[src/rtl/i2c_master_arbiter_pkg.sv]
// Shared types for the i2c_master arbiter: FSM state encoding and the latched command record.
package i2c_master_arbiter_pkg;

    localparam int ADDR_W = 7;
    localparam int DATA_W = 8;

    typedef enum logic [1:0] {
        ST_IDLE  = 2'd0,
        ST_START = 2'd1,
        ST_BUSY  = 2'd2,
        ST_GAP   = 2'd3
    } arb_state_e;

    typedef struct packed {
        logic [ADDR_W-1:0] addr;
        logic              rw;
        logic [DATA_W-1:0] wdata;
    } i2c_cmd_t;

endpackage

[src/rtl/i2c_master_arbiter_rr_arbiter.sv]
// Combinational round-robin picker: first requester at or after i_ptr, wrapping, as one-hot plus index.
module rr_arbiter #(
    parameter int NREQ = 4,
    parameter int IDXW = $clog2(NREQ)
) (
    input  logic [NREQ-1:0] i_req,
    input  logic [IDXW-1:0] i_ptr,
    output logic [NREQ-1:0] o_grant,
    output logic [IDXW-1:0] o_idx,
    output logic            o_valid
);

    logic [IDXW-1:0] w_k;

    // Scan from the pointer position; the first hit wins and later hits are masked by o_valid.
    always_comb begin
        o_grant = '0;
        o_idx   = '0;
        o_valid = 1'b0;
        w_k     = '0;
        for (int i = 0; i < NREQ; i++) begin
            w_k = IDXW'((int'(i_ptr) + i) % NREQ);
            if (!o_valid && i_req[w_k]) begin
                o_grant[w_k] = 1'b1;
                o_idx        = w_k;
                o_valid      = 1'b1;
            end else begin
                o_valid = o_valid;
            end
        end
    end

endmodule

[src/rtl/i2c_master_arbiter.sv]
// Shares one i2c_master among NREQ single-byte command requesters: round-robin grant,
// command latch, completion/timeout handling and an enforced idle gap after every transaction.
module i2c_master_arbiter
    import i2c_master_arbiter_pkg::*;
#(
    parameter int NREQ        = 4,
    parameter int GAP_CYC     = 100,
    parameter int TIMEOUT_CYC = 4096
) (
    input  logic                   clk,
    input  logic                   arstn,
    input  logic [NREQ-1:0]        req_valid,
    input  logic [ADDR_W*NREQ-1:0] req_addr,
    input  logic [NREQ-1:0]        req_rw,
    input  logic [DATA_W*NREQ-1:0] req_wdata,
    output logic [NREQ-1:0]        req_ready,
    output logic [NREQ-1:0]        rsp_done,
    output logic [NREQ-1:0]        rsp_err,
    output logic [DATA_W-1:0]      rsp_rdata,
    output logic                   busy,
    output logic                   m_i2c_start,
    output logic [ADDR_W-1:0]      m_addr,
    output logic                   m_rw,
    output logic [DATA_W-1:0]      m_data_send,
    input  logic                   m_i2c_done,
    input  logic [DATA_W-1:0]      m_data_recv,
    input  logic                   m_data_recv_done
);

    localparam int IDXW = $clog2(NREQ);
    localparam int TW   = $clog2(TIMEOUT_CYC + 1);
    localparam int GW   = $clog2(GAP_CYC + 1);
    localparam logic [TW-1:0]   TLAST    = TW'(TIMEOUT_CYC - 1);
    localparam logic [GW-1:0]   GLAST    = GW'(GAP_CYC - 1);
    localparam logic [IDXW-1:0] IDX_LAST = IDXW'(NREQ - 1);

    arb_state_e        r_state;
    arb_state_e        w_state_nxt;
    logic [IDXW-1:0]   r_ptr;
    logic [IDXW-1:0]   r_gnt_idx;
    logic [IDXW-1:0]   w_gnt_idx;
    logic [NREQ-1:0]   w_gnt_oh;
    logic              w_gnt_valid;
    logic              w_accept;
    i2c_cmd_t          r_cmd;
    i2c_cmd_t          w_req_cmd;
    logic [TW-1:0]     r_tcnt;
    logic [GW-1:0]     r_gcnt;
    logic              r_done_q;
    logic              w_done_rise;
    logic              w_timeout;
    logic [DATA_W-1:0] r_rdata_q;
    logic [DATA_W-1:0] r_rsp_rdata;
    logic [NREQ-1:0]   r_rsp_done;
    logic [NREQ-1:0]   r_rsp_err;
    logic [NREQ-1:0]   w_own;

    rr_arbiter #(
        .NREQ (NREQ),
        .IDXW (IDXW)
    ) u_rr (
        .i_req   (req_valid),
        .i_ptr   (r_ptr),
        .o_grant (w_gnt_oh),
        .o_idx   (w_gnt_idx),
        .o_valid (w_gnt_valid)
    );

    assign w_req_cmd   = {req_addr[ADDR_W*w_gnt_idx +: ADDR_W], req_rw[w_gnt_idx],
                          req_wdata[DATA_W*w_gnt_idx +: DATA_W]};
    assign w_accept    = (r_state == ST_IDLE) && w_gnt_valid;
    assign w_own       = NREQ'(1) << r_gnt_idx;
    // Completion is an edge only; a level already high when BUSY starts is not a completion.
    assign w_done_rise = (r_state == ST_BUSY) && m_i2c_done && !r_done_q;
    assign w_timeout   = (r_state == ST_BUSY) && (r_tcnt == TLAST) && !w_done_rise;

    assign m_addr      = r_cmd.addr;
    assign m_rw        = r_cmd.rw;
    assign m_data_send = r_cmd.wdata;
    assign rsp_done    = r_rsp_done;
    assign rsp_err     = r_rsp_err;
    assign rsp_rdata   = r_rsp_rdata;

    // State register.
    always_ff @(posedge clk) begin
        if (!arstn) begin
            r_state <= ST_IDLE;
        end else begin
            r_state <= w_state_nxt;
        end
    end

    // Next-state and decoded outputs; req_ready is withheld while reset is asserted.
    always_comb begin
        w_state_nxt = r_state;
        req_ready   = '0;
        m_i2c_start = 1'b0;
        busy        = 1'b1;
        case (r_state)
            ST_IDLE: begin
                busy = 1'b0;
                if (w_gnt_valid && arstn) begin
                    req_ready   = w_gnt_oh;
                    w_state_nxt = ST_START;
                end else if (w_gnt_valid) begin
                    w_state_nxt = ST_START;
                end else begin
                    w_state_nxt = ST_IDLE;
                end
            end
            ST_START: begin
                m_i2c_start = 1'b1;
                w_state_nxt = ST_BUSY;
            end
            ST_BUSY: begin
                if (w_done_rise || w_timeout) begin
                    w_state_nxt = ST_GAP;
                end else begin
                    w_state_nxt = ST_BUSY;
                end
            end
            ST_GAP: begin
                if (r_gcnt == GLAST) begin
                    w_state_nxt = ST_IDLE;
                end else begin
                    w_state_nxt = ST_GAP;
                end
            end
            default: begin
                w_state_nxt = ST_IDLE;
            end
        endcase
    end

    // Grant bookkeeping: latch the winner's command and move the pointer past it.
    always_ff @(posedge clk) begin
        if (!arstn) begin
            r_ptr     <= '0;
            r_gnt_idx <= '0;
            r_cmd     <= '0;
        end else if (w_accept) begin
            r_ptr     <= (w_gnt_idx == IDX_LAST) ? '0 : w_gnt_idx + IDXW'(1);
            r_gnt_idx <= w_gnt_idx;
            r_cmd     <= w_req_cmd;
        end else begin
            r_ptr     <= r_ptr;
            r_gnt_idx <= r_gnt_idx;
            r_cmd     <= r_cmd;
        end
    end

    // Timeout counter runs in BUSY, gap counter in GAP; each clears on entry to its state.
    always_ff @(posedge clk) begin
        if (!arstn) begin
            r_tcnt <= '0;
            r_gcnt <= '0;
        end else begin
            if (r_state == ST_START) begin
                r_tcnt <= '0;
            end else if (r_state == ST_BUSY) begin
                r_tcnt <= r_tcnt + TW'(1);
            end else begin
                r_tcnt <= r_tcnt;
            end
            if (r_state == ST_BUSY) begin
                r_gcnt <= '0;
            end else if (r_state == ST_GAP) begin
                r_gcnt <= r_gcnt + GW'(1);
            end else begin
                r_gcnt <= r_gcnt;
            end
        end
    end

    // Done edge history and the most recent byte captured while BUSY.
    always_ff @(posedge clk) begin
        if (!arstn) begin
            r_done_q  <= 1'b0;
            r_rdata_q <= '0;
        end else begin
            r_done_q <= m_i2c_done;
            if ((r_state == ST_BUSY) && m_data_recv_done) begin
                r_rdata_q <= m_data_recv;
            end else begin
                r_rdata_q <= r_rdata_q;
            end
        end
    end

    // Response pulses to the owning requester; a read completing in the capture cycle forwards the live byte.
    always_ff @(posedge clk) begin
        if (!arstn) begin
            r_rsp_done  <= '0;
            r_rsp_err   <= '0;
            r_rsp_rdata <= '0;
        end else if (w_done_rise) begin
            r_rsp_done <= w_own;
            r_rsp_err  <= '0;
            if (r_cmd.rw) begin
                r_rsp_rdata <= m_data_recv_done ? m_data_recv : r_rdata_q;
            end else begin
                r_rsp_rdata <= r_rsp_rdata;
            end
        end else if (w_timeout) begin
            r_rsp_done  <= w_own;
            r_rsp_err   <= w_own;
            r_rsp_rdata <= r_rsp_rdata;
        end else begin
            r_rsp_done  <= '0;
            r_rsp_err   <= '0;
            r_rsp_rdata <= r_rsp_rdata;
        end
    end

endmodule

[config.mk]
export PLATFORM = sky130hd
export DESIGN_NAME = i2c_master_arbiter
export DESIGN_NICKNAME = d
export VERILOG_FILES = /design/src/rtl/i2c_master_arbiter_pkg.sv /design/src/rtl/i2c_master_arbiter_rr_arbiter.sv /design/src/rtl/i2c_master_arbiter.sv
export SDC_FILE = /design/constraint.sdc
export NUM_CORES = 1
export LEC_CHECK = 0
export ABC_CLOCK_PERIOD_IN_PS = 3800
export CELL_PAD_IN_SITES_DETAIL_PLACEMENT = 0
export CELL_PAD_IN_SITES_GLOBAL_PLACEMENT = 1
export CORE_ASPECT_RATIO = 0.8
export CORE_MARGIN = 4
export CORE_UTILIZATION = 34
export DETAILED_ROUTE_END_ITERATION = 8
export GPL_TIMING_DRIVEN = 0
export PLACE_DENSITY = 0.83
export SLEW_MARGIN = 40
export SYNTH_ARGS = -nofsm -noshare
export SYNTH_HDL_FRONTEND = slang
export SYNTH_SLANG_ARGS = --single-unit
[constraint.sdc]
create_clock -name clk -period 3.8 [get_ports clk]
set_input_delay 0.57 -clock clk [delete_from_list [all_inputs] [get_ports clk]]
set_output_delay 0.57 -clock clk [all_outputs]
set_load 0.02 [all_outputs]
# == Word level (Yosys, flattened, before mapping) ==
# Cells that the tools add are included.
# classes
add_sub_neg,6
mul,1
div,0
n_lt_le_gt_ge,9
eq_ne,6
shift,3
n_mux,43
bitwise_logic,4
reduce_logical,25
# op_table
op,count
$mux 4,8
$shiftx 32x6->8,1
$shiftx 28x6->7,1
$mux 1,18
$lt 2x3->1 const B,5
$logic_and 1x1->1,14
$add 13x1->13 const B,1
$eq 13x12->1 const B,1
$mux 2,6
$or 4x4->4,3
$bmux 1 s2,5
$demux 1 s2,4
$ge 2x1->1 const B,4
$mux 8,1
$pmux 2 s4,1
$add 7x1->7 const B,1
$eq 7x7->1 const B,1
$eq 2x2->1 const B,3
$reduce_or 2->1,3
$logic_not 1->1,5
$mul 3x2->5 const A,1
$add 2x1->2 const B,2
$add 2x2->2 const B,2
$shl 1x2->4 const A,1
other kinds (5),5
# word_totals
regBits,67
latchBits,0
ramBits,0
romBits,0
input_bits,80
output_inout_bits,38
word_cells,110
n_memories,0

# == Logic depth before layout (Yosys ltp) ==
# logic_depth
depth_word,15
depth_mapped,13
depth_no_buf,8

# == Modules after synthesis ==
# A second synthesis with hierarchy kept.
# unflattened
hier_cells,372
area_unflattened_um2,3632.2
# modules_own_cells
mod,instances,cells_per_inst,area_per_inst_um2,seq_area_each_um2
i2c_master_arbiter,1,327,3209.3,1341.3
rr_arbiter,1,45,422.9,0.0

# == Worst setup path before layout ==
# Ideal clock, no wire load.
# synth_timing
path_type,register to output
startpoint,register r_ptr[0]
endpoint,output port req_ready[0]
arrival_time_ns,2.494
required_ns,3.230
slack_ns,0.736
stages_incl_launch_ff,11
path_buffers,2
cell_sequence,dfxtp_1 > buf_4 > inv_2 > ha_1 > buf_2 > nor2_1 > a211o_1 > and2_1 > nor4_1 > a221oi_1 > nor2_1
# synth_via
elab_chain_cells,15
elab_cells_between_ends,51
cone_classes,add/sub (3); order compare (8); mux (26); bitwise (3); reduce/logical (11)
# synth_lines
element,line_no,text
start: declaration,i2c_master_arbiter.sv:39,logic [IDXW-1:0] r_ptr;
start signal: assignment,i2c_master_arbiter.sv:142,r_ptr <= (w_gnt_idx == IDX_LAST) ? '0 : w_gnt_idx + IDXW'(1);
start signal: assignment,i2c_master_arbiter.sv:146,r_ptr <= r_ptr;
branches (longest 13 deep; another with $lt 2x3->1),n/a,
$mux 4 *,i2c_master_arbiter.sv:102,if (w_gnt_valid && arstn) begin
$mux 4 *,i2c_master_arbiter.sv:99,case (r_state)
end: declaration,i2c_master_arbiter.sv:16,"output logic [NREQ-1:0] req_ready,"
# Mark *: on every way between the ends. The select of a mux whose other input is x is not followed.

# == Final worst setup path ==
# layout_timing
startpoint,register r_ptr[0]
endpoint,output port req_ready[3]
# Same word-level chain as after synthesis.

==> metrics <==
CP max-delay cell=dfxtp_2; most used cell along the critical path=nor2_1; CTS tree=built; share of cells above drive strength 1=a little under a tenth; mapped cell area=~3700 um^2; Total Power=3.87 mW; top post-synthesis cells by area=dfxtp_1 36%, mux2i_1 7.3%, nor2_1 5.0%; Core Util, Final=51.8%; final antenna-violating net count=0; worst skew pair latency=0.33 ns; # diodes=0; RSZ-0062 raised after global routing=false; crit-path max cell delay=0.38 ns; drt total wl=11.0 mm; status=finished, final reports clean; Hold Crit Class=reg -> reg; post-synthesis cell type count=48; Max Clk Rate=0.279 GHz; Starting Density=35.5%; drt drc=0; worst path cell trace=buf_4 > inv_2 > ha_1 > buf_2 > nor2_1 > a211o_1 > and2_1 > a31oi_1 > clkbuf_4 > nand2_1 > nor2_1 > clkbuf_2; Post-Syn Area per Cell=8.54 um^2; post-CTS setup buffers=0; Tmin final=3.58 ns; total congestion overflow=0; Die W=~120 um; Worst EP arrival=3.01 ns; Fillers=1027; EDFF count, synth=0; core area=roughly 10000 um^2; worst-margin pin slew=0.736 ns; num ports=between 100 and 150; Root Buffer=clkbuf_16; Via Count=between 3000 and 4000; Startpoint Class=flop; GR Util All Layers=approximately 17%; area growth from synthesis to layout=45.6%; Cells after Synth=435; initial antenna violation count=0; Nets=651; Synth Flop Type=dfxtp_1; Die Y=101 um; TritonRoute pass-1 iters=4; clock slew at reported path FFs=0.05 ns; Synth area leader=dfxtp_1; largest net degree at the start of global routing=13; via/cell ratio=5.20; routed wire length per instance=15.6 um; CP Max Fanout=10; DP Wirelength=approximately 8.5 mm; vias in the first global route=3653; area share of the largest cell type after synthesis=36.1%; fin crit share=94.2%; Fin. Hold Viols=0; DRT iter0 DRCs=201; CTS buffer count=9; Final setup viols=0; Async S/R FF share, synth=0%; CTS max path bufs=2; Slew Limit Fails=0; YS warnings=0; H-tree depth=3; Power Density=716 nW/um^2; kind of critical path=reg -> out; RePlAce Congestion=~0.84; Clock Sink Count=67; Die Footprint=12700 um^2; relative slew slack=about 51%; first-pass GRT wire length=17.9 mm; Buffers on Ports=115; WHS=0.454 ns; Leakage=1.94 nW; synthesized flop and latch total=67; sequential area share after synthesis=36.1%; CP required=between 3 and 4 ns; Worst IR Drop VDD=around 0.28 mV; max_cap viols=0; Worst setup EP type=primary output; post-synth net total=roughly 530; num rows=33; Worst Skew=0.00477 ns
==> cells in the final DEF, fill, tap and decap left out, types with 10 or more instances in the layout <==
cell             instances
ha_1                    10
mux2i_1                 27
dfxtp_1                 65
o21ai_0                 15
and4_1                  10
nand3_1                 27
xor2_1                  11
nor2_1                  49
clkbuf_1                21
a31oi_1                 28
a21oi_1                 22
nand2_1                 31
clkdlybuf4s50_1        111
==> logic make-up (layout without fill, tap and decap cells) <==
logic type	count (synthesis)	after routing	share of synthesized area (%)
multiplexers	38	38	11.5
AO/OA/AOI/OAI	106	106	18.5
XOR/XNOR	18	18	4.25
AND/OR/NAND/NOR	158	158	21.3
flip-flops	67	67	36.1
buffers and inverters	38	169	4.92
adder cells (fa/ha/maj)	10	10	3.37
==> report_power, final <==
group | leakage [nW] | switching, mW | internal, mW
sequential | 0.546 | 0.0947 | 0.833
clock | 0.172 | 0.307 | 0.705
combinational | 1.22 | 1.11 | 0.825
==> worst paths after layout <==
check                from      endpoint  slack [ns]  cells past startpoint
min          r_rdata_q[3]  r_rdata_q[3]        0.45                      2
max              r_ptr[0]  req_ready[3]        0.22                     12
max reg2reg      r_ptr[0]          m_rw        0.76                     13
min reg2reg  r_rdata_q[3]  r_rdata_q[3]        0.45                      2
==> through the flow <==
| stage | instance area [um^2] | setup WS (ns) | TNS [ns] | std cells |
|---|---|---|---|---|
| after global placement | 5040 | -0.126 | -0.492 | 690 |
| after detailed placement | 5040 | -0.137 | -0.522 | 690 |
| after CTS | 5420 | 0.0616 | 0 | 706 |
| final | 5410 | 0.221 | 0 | 706 |
| after global routing | 5410 | 0.0293 | 0 | 706 |
| after floorplan | 3710 | 0.736 | 0 | 435 |
==> cell usage after synthesis, drive strengths merged (10+ instances only) <==
cell type,number
a31oi,28
mux2i,27
a21oi,22
nand2,32
nor2,49
ha,10
nand3,27
buf,11
xor2,11
dfxtp,67
clkbuf,22
and4,10
o21ai,16
==> sequential cells by signal (all words and copies together), names as in the netlist, 4 cells and up <==
| register | cells |
|---|---|
| r_tcnt | 13 |
| m_addr | 7 |
| m_data_send | 8 |
| r_rdata_q | 8 |
| rsp_err | 4 |
| rsp_done | 4 |
| r_gcnt | 7 |
| rsp_rdata | 8 |
==> worst max-delay path: cells and delay by family (launching register included) <==
| family | cells | cell delay (ns) |
|---|---|---|
| buffers and inverters | 5 | 0.93 |
| and+or+nand+nor | 4 | 0.58 |
| AOI/OAI and AO/OA | 2 | 0.50 |
| DFF | 1 | 0.38 |
| adders and majority gates | 1 | 0.29 |
==> cell type report <==
cell class	count	area, um^2	share of cell area (%)
Buffer	33	168	3.10
Clock buffer	9	225	4.17
Clock inverter	7	140	2.59
Inverter	5	18.8	0.347
Multi-Input combinational cell	330	2200	40.8
Sequential cell	67	1340	24.9
Tap cell	140	175	3.24
Timing Repair Buffer	115	1130	20.9
==> routing by layer <==
metal | track usage, % | routed length [um]
met5 | 0 | 0
met1 | 22.8 | 5260
met4 | 5.17 | 123
met2 | 28.0 | 4950
met3 | 4.90 | 688
==> timing repair <==
action	4_1_cts	5_1_grt
hold buffers	0	0
setup endpoints to repair	4	4
pin swaps	0	0
gates resized for setup	10	8
No activity file was read; power rests on OpenSTA's default activity.
